<file path="config.mk">
export PLATFORM = sky130hd
export DESIGN_NAME = bitrev_serial_pal
export DESIGN_NICKNAME = d
export VERILOG_FILES = /design/src/rtl/bitrev_serial_pal.sv
export SDC_FILE = /design/constraint.sdc
export NUM_CORES = 1
export LEC_CHECK = 0
export ABC_AREA = 0
export BUFFER_PORTS_ARGS = -buffer_cell sky130_fd_sc_hd__buf_2
export CAP_MARGIN = 40
export CORE_MARGIN = 2
export CORE_UTILIZATION = 58
export CTS_BUF_LIST = sky130_fd_sc_hd__clkbuf_4 sky130_fd_sc_hd__clkbuf_8
export CTS_CLUSTER_DIAMETER = 80
export DETAILED_ROUTE_END_ITERATION = 8
export GPL_TIMING_DRIVEN = 0
export HOLD_SLACK_MARGIN = 0.06
export PLACE_DENSITY = 0.87
export RECOVER_POWER = 25
export REMOVE_ABC_BUFFERS = 1
export SKIP_LAST_GASP = 1
export SLEW_MARGIN = 20
export SYNTH_ARGS = -nofsm -noshare
export SYNTH_HDL_FRONTEND = slang
export SYNTH_SLANG_ARGS = --single-unit
</file>
<file path="constraint.sdc">
create_clock -name clk -period 4 [get_ports clk]
set_input_delay 0.6 -clock clk [delete_from_list [all_inputs] [get_ports clk]]
set_output_delay 0.6 -clock clk [all_outputs]
set_load 0.01 [all_outputs]
</file>
<file path="src/rtl/bitrev_serial_pal.sv">
// Serial bit collector with runtime word length: produces the word, its len-bit
// reversal, a palindrome flag and a saturating count of palindromic words.
module bitrev_serial_pal #(
  parameter  int unsigned N  = 8,
  parameter  int unsigned CW = 16,
  localparam int unsigned LW = $clog2(N + 1)
) (
  input  logic          clk,
  input  logic          rst,
  input  logic          start,
  input  logic [LW-1:0] len,
  input  logic          bit_in,
  input  logic          bit_valid,
  input  logic          cnt_clr,
  output logic          busy,
  output logic          done,
  output logic          len_err,
  output logic [N-1:0]  word,
  output logic [N-1:0]  rev,
  output logic          palind,
  output logic [CW-1:0] pal_count
);

  typedef enum logic [1:0] {IDLE, SHIFT, CHECK} state_t;

  state_t        state, state_nx;
  logic [LW-1:0] len_q, k;
  logic [N-1:0]  sreg, full_rev, rev_c;
  logic          len_ok_c, load_c, shift_c, check_c, len_err_c, palind_c;

  // Next-state and control decode
  always_comb begin
    state_nx  = state;
    load_c    = 1'b0;
    shift_c   = 1'b0;
    check_c   = 1'b0;
    len_err_c = 1'b0;
    len_ok_c  = (len != '0) && (len <= LW'(N));
    case (state)
      IDLE: begin
        if (start) begin
          if (len_ok_c) begin
            load_c   = 1'b1;
            state_nx = SHIFT;
          end else begin
            len_err_c = 1'b1;
          end
        end
      end
      SHIFT: begin
        if (bit_valid) begin
          shift_c = 1'b1;
          if (k == len_q - LW'(1)) state_nx = CHECK;
        end
      end
      CHECK: begin
        check_c  = 1'b1;
        state_nx = IDLE;
      end
      default: state_nx = IDLE;
    endcase
  end

  // Full-width reversal shifted down so only the low len bits survive;
  // the shift register is zero above len, so the upper result bits are zero.
  always_comb begin
    for (int i = 0; i < int'(N); i++) begin
      full_rev[i] = sreg[N-1-i];
    end
    rev_c    = full_rev >> (LW'(N) - len_q);
    palind_c = (sreg == rev_c);
  end

  always_ff @(posedge clk) begin
    if (rst) state <= IDLE;
    else     state <= state_nx;
  end

  // Datapath and registered outputs
  always_ff @(posedge clk) begin
    if (rst) begin
      busy      <= 1'b0;
      done      <= 1'b0;
      len_err   <= 1'b0;
      len_q     <= '0;
      k         <= '0;
      sreg      <= '0;
      word      <= '0;
      rev       <= '0;
      palind    <= 1'b0;
      pal_count <= '0;
    end else begin
      busy    <= (state_nx != IDLE);
      done    <= check_c;
      len_err <= len_err_c;
      if (load_c) begin
        len_q <= len;
        k     <= '0;
        sreg  <= '0;
      end
      if (shift_c) begin
        sreg <= sreg | (N'(bit_in) << k);
        k    <= k + LW'(1);
      end
      if (check_c) begin
        word   <= sreg;
        rev    <= rev_c;
        palind <= palind_c;
      end
      if (cnt_clr) begin
        pal_count <= '0;
      end else if (check_c && palind_c && (pal_count != '1)) begin
        pal_count <= pal_count + CW'(1);
      end
    end
  end

endmodule

</file>
* Yosys cells after proc, flatten, opt, wreduce, memory -nomap -nowiden *
Cells that the tools add are included.

word-level totals
  register bits after elaboration = 54
  input bits = 10
  output and inout bits = 36
  logic and storage cells = 51

cells by class
  add/sub/neg operators = 4
  order comparisons = 1
  equality and inequality tests = 5
  shift-type cells = 2
  mux-type cells = 16
  bitwise logic cells = 3
  reduce and logical (&&, ||, !) cells = 9

operators with widths
  kind                                                                count
  16-bit by 1-bit adder with 16-bit output, second input constant     1
  8-bit 2-to-1 mux                                                    2
  16-bit != test, second input constant                               1
  8-bit == test                                                       1
  2-bit 2-to-1 mux                                                    4
  4-bit 2-to-1 mux                                                    2
  8-bit OR                                                            1
  1-bit by 4-bit left shift with 8-bit output                         1
  8-bit by 4-bit right shift with 8-bit output                        1
  1-bit 2-to-1 mux                                                    7
  4-bit by 1-bit adder with 4-bit output, second input constant       1
  4-bit == test                                                       1
  4-bit less-or-equal comparator, second input constant               1
  2-bit case mux with 2 select lines                                  1
  2-bit nonzero test                                                  2
  4-bit nonzero test                                                  1
  4-bit by 1-bit subtractor with 4-bit output, second input constant  1
  4-bit subtractor, first input constant                              1
  1-bit logical AND                                                   3
  3-bit OR reduction                                                  1
  2-bit by 1-bit == test with 1-bit output, second input constant     1
  2-bit == test, second input constant                                1
  2-bit logical NOT                                                   1
  1-bit NOT                                                           2
  2-bit OR reduction                                                  1

* Depth between registers and ports, before layout *
Gate-level depths: netlist of run 1.

  depth after elaboration = 7
  depth in mapped cells = 14
  mapped depth without buffers = 10

* Worst setup path before layout of run 1 *
No wires, ideal clock.

  path type = register to register
  start = register len_q[0]
  end = register pal_count[8]
  setup time = 0.071 ns
  arrival = 3.304 ns
  data required time = 3.929 ns
  path slack = 0.626 ns
  cell stages (with the launch flop) = 13
  period minus slack after synthesis = 3.374 ns
  path through = dfxtp_1 buf_6 clkbuf_1 inv_1 ha_1 or3b_4 or4_1 and3_4 o32ai_4 nand4_4 buf_6 or4_1 a21oi_1

on the way
  longest elaborated chain between the ends = 5

RTL lines
  item                                          line  text
  start, declared                               27    logic [LW-1:0] len_q, k;
  start signal, assigned                        97    len_q <= len;
  4-bit subtractor                              70    rev_c = full_rev >> (LW'(N) - len_q);
  8-bit by 4-bit right shift with 8-bit output  70
  8-bit == test                                 71    palind_c = (sreg == rev_c);
  1-bit logical AND (2 in a row)                112   end else if (check_c && palind_c && (pal_count != '1)) begin
  end signal, assigned                          113   pal_count <= pal_count + CW'(1);
  end, declared                                 21    output logic [CW-1:0] pal_count

Every way passes these cells.
A chain may end at the register's enable or synchronous reset.

* Worst setup path after layout of run 1 *
  start = register len_q[0]
  end = register pal_count[9]

The elaborated chain is that of the path after synthesis.

==> results of run 1 <==
[logic make-up (layout without fill, tap and decap cells)]
| kind of cell | Yosys count | count (layout) | synth area share |
|---|---|---|---|
| DFF | 54 | 54 | 0.388 |
| xor gates and xnor gates | 18 | 18 | 0.0593 |
| adders and majority gates | 3 | 3 | 0.0135 |
| muxes | 13 | 13 | 0.0651 |
| and+or+nand+nor | 155 | 155 | 0.289 |
| AOI/OAI and AO/OA | 60 | 60 | 0.147 |
| buffers and inverters | 24 | 60 | 0.0386 |
[worst min path at each step]
| stage | startpoint | end | cells past startpoint |
|---|---|---|---|
| floorplan | sreg[6]$_SDFFE_PP0P_ | word[6]$_SDFFE_PP0P_ | 2 |
| global placement | word[3]$_SDFFE_PP0P_ | word[3]$_SDFFE_PP0P_ | 2 |
| detailed placement | word[6]$_SDFFE_PP0P_ | word[6]$_SDFFE_PP0P_ | 2 |
| CTS | word[6]$_SDFFE_PP0P_ | word[6]$_SDFFE_PP0P_ | 2 |
| global route | word[5]$_SDFFE_PP0P_ | word[5]$_SDFFE_PP0P_ | 2 |
| finish | word[6]$_SDFFE_PP0P_ | word[6]$_SDFFE_PP0P_ | 2 |
[area by class of cell]
type	instances	share of cell area
Sequential cell	54	0.350
Clock inverter	3	0.0129
Clock buffer	5	0.0222
Inverter	4	0.00485
Tap cell	54	0.0218
Multi-Input combinational cell	249	0.517
Timing Repair Buffer	48	0.0719
[timing repair]
item,in CTS,in global routing
setup endpoints to repair,4,4
resized for setup,1,0
buffers inserted,0,3
[layer usage]
layer / wire length (µm) / GRT usage / part of all wire / vias up
li1: - / - / - / 1228
met4: 59 / 0.0909 / 0.010 / 0
met2: 2870 / 0.390 / 0.50 / 48
met3: 225 / 0.0425 / 0.039 / 5
met5: 0 / 0 / 0 / -
met1: 2590 / 0.264 / 0.45 / 1142
[stage by stage]
step / hold WS (ns) / cell area (µm²) / power, mW
2_1_floorplan: 0.469 / 2700 / 0.623
3_3_place_gp: 0.439 / 2990 / 0.646
3_5_place_dp: 0.444 / 2990 / 0.648
4_1_cts: 0.457 / 3100 / 1.00
5_1_grt: 0.478 / 3100 / 1.03
6_report: 0.456 / 3100 / 0.993
[synthesized netlist by cell type (2+ instances only)]
cell type,n,area share
a21oi_1,31,0.056
xor2_1,3,0.0094
mux4_2,4,0.032
or3_1,3,0.0067
buf_6,2,0.0081
nor2_1,41,0.055
ha_1,3,0.013
and3b_1,2,0.0063
and2_1,2,0.0045
a2bb2oi_1,2,0.0063
buf_1,2,0.0027
nand3_1,7,0.013
or2_2,4,0.0090
inv_1,4,0.0054
buf_2,2,0.0036
and3_1,7,0.016
a31oi_1,4,0.0090
nor2b_1,3,0.0067
nor3_1,17,0.031
o31ai_1,2,0.0054
nand2_1,41,0.055
o21ai_0,4,0.0072
mux2i_1,8,0.029
nor3b_1,4,0.011
dfxtp_1,54,0.39
a31o_1,2,0.0063
or4_1,3,0.0081
clkbuf_1,14,0.019
a211oi_1,2,0.0054
xnor2_1,14,0.044
nand4_1,7,0.016
and4b_1,2,0.0072
nand2b_1,3,0.0067
o21ai_1,2,0.0036
[worst register-to-register path, cell delays in order (launching register included)]
cell and delay, ns:
dfxtp_2 0.57, inv_1 0.12, ha_1 0.64, mux2_1 0.43, or4_1 0.47, and3_4 0.19
o32ai_4 0.16, nand4_4 0.24, nor3_4 0.42, a31oi_1 0.14, a41o_1 0.21
[registers in the layout, summed over array words and instances (netlist names)]
signal     flops
busy           1
done           1
k              4
len_err        1
len_q          4
pal_count     16
palind         1
rev            8
sreg           8
state          2
word           8
[power breakdown]
part / internal [mW] / leakage (nW) / switching (mW)
logic: 0.0307 / 0.649 / 0.0550
clock network: 0.184 / 0.0579 / 0.172
registers: 0.542 / 0.436 / 0.00902
total: 0.758 / 1.14 / 0.236
==> run_results.csv, run 1 <==
group,metric,value,unit
grt,antenna_found_initial,0,
routing,post_drt_wl_per_cell,13.8,µm
power_and_ir_drop,ir_drop,0.207,mV
sta,finalSetupViolCount,0,
yosys,avgSynthCellArea,8.52,µm²
yosys,async_flop_share,0,
worst_setup_path,reg2reg_from,"len_q[0]$_SDFFE_PP0P_",
placement,hpwl,3960,µm
placement,port_buffers,45,
worst_setup_path,critPathTopFamily,"simple AND/OR/NAND/NOR gates",
sta,fin_crit_sh,0.922,
grt,grt_pass1_wl,9470,µm
worst_setup_path,crit_type,"flop to flop",
placement,place_inst,406,
final_layout,drive_above_1_share,0.154,
placement,place_congestion,0.882,
clocking,ctsHoldBuffers,0,
worst_setup_path,worstPathArrival,3.90,ns
final_layout,final_core_util,0.660,
routing,ant_nets,0,
final_layout,area_delta_synth_final,11.0,%
floorplan,die_h,73.3,µm
clocking,cts_tree,"built",
clocking,worstSkewPairLatency,0.30,ns
routing,routed_wirelength,5750,µm
clocking,clk_pin_slew,0.10,ns
clocking,cts.sinks,54,
worst_setup_path,regToRegSetupSlack,0.31,ns
worst_setup_path,cp_num_buf_inv,1,
sta,rsz0062_at_grt,"no",
sta,fmax,271,MHz
final_layout,nFillCells,405,
worst_setup_path,startpoint_type,"flop",
clocking,clock-root-buffer,"clkbuf_8",
final_layout,multi_input_area,1600,µm²
worst_setup_path,crit_required,4.21,ns
grt,grt_max_degree,33,
worst_setup_path,regToRegEndpoint,"pal_count[9]$_SDFFE_PP0P_",
worst_setup_path,crit_cells,10,
grt,grt_use_total,0.222,
final_layout,register_area,1080,µm²
grt,first_global_vias,2193,
worst_setup_path,critPathSlowestCell,"ha_1",
routing,route.vias.total,2423,
yosys,ys_ff_latch,54,
floorplan,ios,46,
power_and_ir_drop,power_density,321,nW/µm²
worst_setup_path,cp-startpoint,"len_q[0]$_SDFFE_PP0P_",
routing,drt_iter0_markers,137,
power_and_ir_drop,static-leakage-power,1.14,nW
worst_setup_path,max_stage_delay,0.64,ns
sta,fin_crit,3.69,ns
worst_setup_path,crit_end,"pal_count[9]$_SDFFE_PP0P_",
sta,worst_slack,0.313,ns
sta,slew_headroom,0.452,
clocking,numCtsBuffers,5,
sta,fin_tns_setup,0,ns
worst_hold_path,hold_class,"flop to flop",
yosys,syn_inst,327,
yosys,ys.flop_type,"dfxtp_1",
grt,grt-ovfl-total,0,
final_layout,finalNetCount,375,
yosys,yosys_warnings,0,
floorplan,core-area,4690,µm²
sta,skew,0.00876,ns
routing,drc,0,
final_layout,final_common_cell,"dfxtp_1",
worst_setup_path,end_kind,"flop",
worst_setup_path,ff2ff_path_depth,10,
floorplan,die_w,73.3,µm
yosys,ys_types,56,
clocking,cts_max_level,2,
routing,first_pass_iters,6,
sta,hold_viol,0,
run_status,status,"completed",
placement,pre_cts_slack,-0.0447,ns
final_layout,antenna_cells,0,
final_layout,fin_cells,417,
yosys,synth_edf_count,0,
floorplan,start_util,0.594,
clocking,clockBufferDepth,2,
sta,drv_slew,0,
final_layout,final_cell_mix,"dfxtp_1 (53), nor2_1 (41), nand2_1 (41)",
sta,worst_slew_pin_slew,0.820,ns
worst_setup_path,crit_chain,"inv_1 > ha_1 > mux2_1 > or4_1 > and3_4 > o32ai_4 > nand4_4 > nor3_4 > a31oi_1 > a41o_1",
floorplan,fp-row-count,25,
run,drv_cap,0,
floorplan,dieArea,5380,µm²
routing,vias_per_cell,5.81,
yosys,syn-cell-area,2790,µm²
worst_setup_path,worstPathMaxFanout,19,
yosys,synth_seq_area_share,0.388,
Note: power is estimated with default switching activity, not from simulation.
==> inputs of run 2 (changes only) <==
--- a/config.mk
+++ b/config.mk
@@ -8,14 +8,15 @@
 export ABC_AREA = 0
 export BUFFER_PORTS_ARGS = -buffer_cell sky130_fd_sc_hd__buf_2
 export CAP_MARGIN = 40
+export CORE_ASPECT_RATIO = 0.5
 export CORE_MARGIN = 2
-export CORE_UTILIZATION = 58
+export CORE_UTILIZATION = 30
 export CTS_BUF_LIST = sky130_fd_sc_hd__clkbuf_4 sky130_fd_sc_hd__clkbuf_8
 export CTS_CLUSTER_DIAMETER = 80
 export DETAILED_ROUTE_END_ITERATION = 8
 export GPL_TIMING_DRIVEN = 0
 export HOLD_SLACK_MARGIN = 0.06
-export PLACE_DENSITY = 0.87
+export PLACE_DENSITY = 0.53
 export RECOVER_POWER = 25
 export REMOVE_ABC_BUFFERS = 1
 export SKIP_LAST_GASP = 1
==> run 2 against run 1 <==
  * Fmax is essentially flat
  * Flip-flop and latch count unchanged
  * Via count is 0.99% lower
  * Worst setup slack improved by 0.0016 ns
  * Worst hold slack about the same
  * Clock power decreased by 13%
  * Power fell by 4.8%
  * Global-route usage shrank 8.7 points
  * Final cell count increased by 15%
  * First-iteration DRC count is 25% lower
  * Critical path depth did not move
  * Critical path type unchanged
  * Highest routed layer unchanged
==> run_results.csv, run 2 (same netlist as run 1, synthesis figures left out) <==
group,metric,value,unit
run_status,status,"completed",
worst_setup_path,crit_chain,"inv_1 > ha_1 > or3b_4 > or4_1 > and3_4 > o32ai_4 > nand4_4 > nor3_4 > a31oi_1 > a41o_1",
floorplan,ios,46,
worst_setup_path,crit_type,"flop to flop",
worst_setup_path,regToRegSetupSlack,0.31,ns
clocking,numCtsBuffers,5,
placement,pre_cts_slack,-0.234,ns
sta,worst_slew_pin_slew,0.823,ns
grt,first_global_vias,2209,
sta,finalSetupViolCount,0,
final_layout,nFillCells,961,
worst_setup_path,cp-startpoint,"len_q[0]$_SDFFE_PP0P_",
grt,grt_pass1_wl,11000,µm
floorplan,die_h,72.2,µm
final_layout,fin_cells,481,
grt,grt_max_degree,33,
power_and_ir_drop,ir_drop,0.120,mV
sta,hold_ws,0.456,ns
sta,fin_crit,3.69,ns
worst_hold_path,hold_class,"flop to flop",
sta,drv_slew,0,
routing,post_drt_wl_per_cell,13.3,µm
routing,vias_per_cell,4.99,
grt,grt_use_total,0.135,
worst_setup_path,max_stage_delay,0.60,ns
final_layout,drive_above_1_share,0.170,
clocking,clk_pin_slew,0.10,ns
power_and_ir_drop,p_total,0.945,mW
sta,worst_slack,0.315,ns
final_layout,finalNetCount,377,
routing,route.vias.total,2399,
worst_setup_path,ff2ff_path_depth,10,
worst_setup_path,reg2reg_from,"len_q[0]$_SDFFE_PP0P_",
worst_setup_path,crit_required,4.22,ns
clocking,clockBufferDepth,2,
worst_setup_path,crit_end,"pal_count[9]$_SDFFE_PP0P_",
floorplan,dieArea,10100,µm²
floorplan,core-area,8860,µm²
sta,rsz0062_at_grt,"no",
clocking,ctsHoldBuffers,0,
worst_setup_path,worstPathArrival,3.90,ns
clocking,worstSkewPairLatency,0.31,ns
worst_setup_path,end_kind,"flop",
power_and_ir_drop,power_density,299,nW/µm²
routing,ant_nets,0,
clocking,cts_tree,"built",
grt,antenna_found_initial,0,
worst_setup_path,regToRegEndpoint,"pal_count[9]$_SDFFE_PP0P_",
final_layout,antenna_cells,0,
worst_setup_path,startpoint_type,"flop",
floorplan,start_util,0.315,
sta,fmax,271,MHz
final_layout,final_cell_mix,"dfxtp_1 (53), nor2_1 (41), nand2_1 (41)",
clocking,cts_max_level,2,
final_layout,largest_register_ffs,16,
final_layout,top_register,"pal_count",
placement,place_inst,470,
sta,hold_viol,0,
routing,routed_wirelength,6420,µm
routing,drt_iter0_markers,103,
clocking,cts.sinks,54,
final_layout,final_core_util,0.357,
placement,hpwl,4530,µm
routing,first_pass_iters,4,
worst_setup_path,worstPathMaxFanout,19,
placement,place_congestion,0.770,
clocking,clock-root-buffer,"clkbuf_8",
floorplan,fp-row-count,24,
run,drv_cap,0,
sta,fin_crit_sh,0.921,
floorplan,die_w,140,µm
sta,slew_headroom,0.451,
sta,skew,0.0111,ns
placement,port_buffers,45,
final_layout,area_delta_synth_final,13.6,%
power_and_ir_drop,static-leakage-power,1.16,nW
worst_setup_path,critPathSlowestCell,"dfxtp_2",
final_layout,final_common_cell,"dfxtp_1",
routing,drc,0,
grt,grt-ovfl-total,0,
run 2: cell types whose count changed in the layout (fill, tap and decap cells not counted):
cell / change
bufinv_16: -1
clkinvlp_4: +1
clkbuf_1: -5
buf_2: +7
clkinv_2: -2
clkbuf_4: +1
run 2: repair_timing:
item / in CTS / in global routing
endpoints found under the setup margin: 11 / 11
buffers inserted: 0 / 3
resized for setup: 1 / 0
run 2: worst min path at each step:
stage / startpoint / to / cells past startpoint
2_1_floorplan: sreg[6]$_SDFFE_PP0P_ / word[6]$_SDFFE_PP0P_ / 2
5_1_grt: word[1]$_SDFFE_PP0P_ / word[1]$_SDFFE_PP0P_ / 2
3_5_place_dp: word[5]$_SDFFE_PP0P_ / word[5]$_SDFFE_PP0P_ / 2
6_report: word[5]$_SDFFE_PP0P_ / word[5]$_SDFFE_PP0P_ / 2
3_3_place_gp: rev[2]$_SDFFE_PP0P_ / rev[2]$_SDFFE_PP0P_ / 2
4_1_cts: word[5]$_SDFFE_PP0P_ / word[5]$_SDFFE_PP0P_ / 2
run 2: per-layer routing:
| metal | vias up | track usage | wire [µm] |
|---|---|---|---|
| met5 | - | 0 | 0 |
| met4 | 0 | 0.0415 | 61 |
| met3 | 5 | 0.0350 | 339 |
| met2 | 43 | 0.208 | 2690 |
| met1 | 1119 | 0.187 | 3330 |
| li1 | 1232 | - | - |
run 2: layout make-up:
class / count / area [µm²] / area share
Clock buffer: 6 / 76.3 / 0.0241
Clock inverter: 1 / 7.51 / 0.00237
Inverter: 4 / 15.0 / 0.00474
Multi-Input combinational cell: 249 / 1600 / 0.505
Sequential cell: 54 / 1080 / 0.342
Tap cell: 117 / 146 / 0.0462
Timing Repair Buffer: 50 / 239 / 0.0755
run 2: through the flow:
stage,TNS [ns],cell area (µm²)
6_report,0,3170
5_1_grt,0,3170
4_1_cts,0,3170
2_1_floorplan,0,2700
3_5_place_dp,-1.42,3080
3_3_place_gp,-1.45,3070
run 2: critical path: cells and delay by family, from the launching register on:
| family | cells | cell delay [ns] |
|---|---|---|
| simple gates | 5 | 1.85 |
| flops | 1 | 0.60 |
| fa+ha+maj | 1 | 0.52 |
| compound gates | 3 | 0.50 |
| buf+inv | 1 | 0.11 |
run 2: power by group:
| group | internal [mW] | leakage (nW) | total (mW) | switching [mW] |
|---|---|---|---|---|
| registers | 0.542 | 0.436 | 0.551 | 0.00901 |
| clock network | 0.127 | 0.0407 | 0.308 | 0.180 |
| logic | 0.0306 | 0.684 | 0.0860 | 0.0554 |
| total | 0.701 | 1.16 | 0.945 | 0.245 |
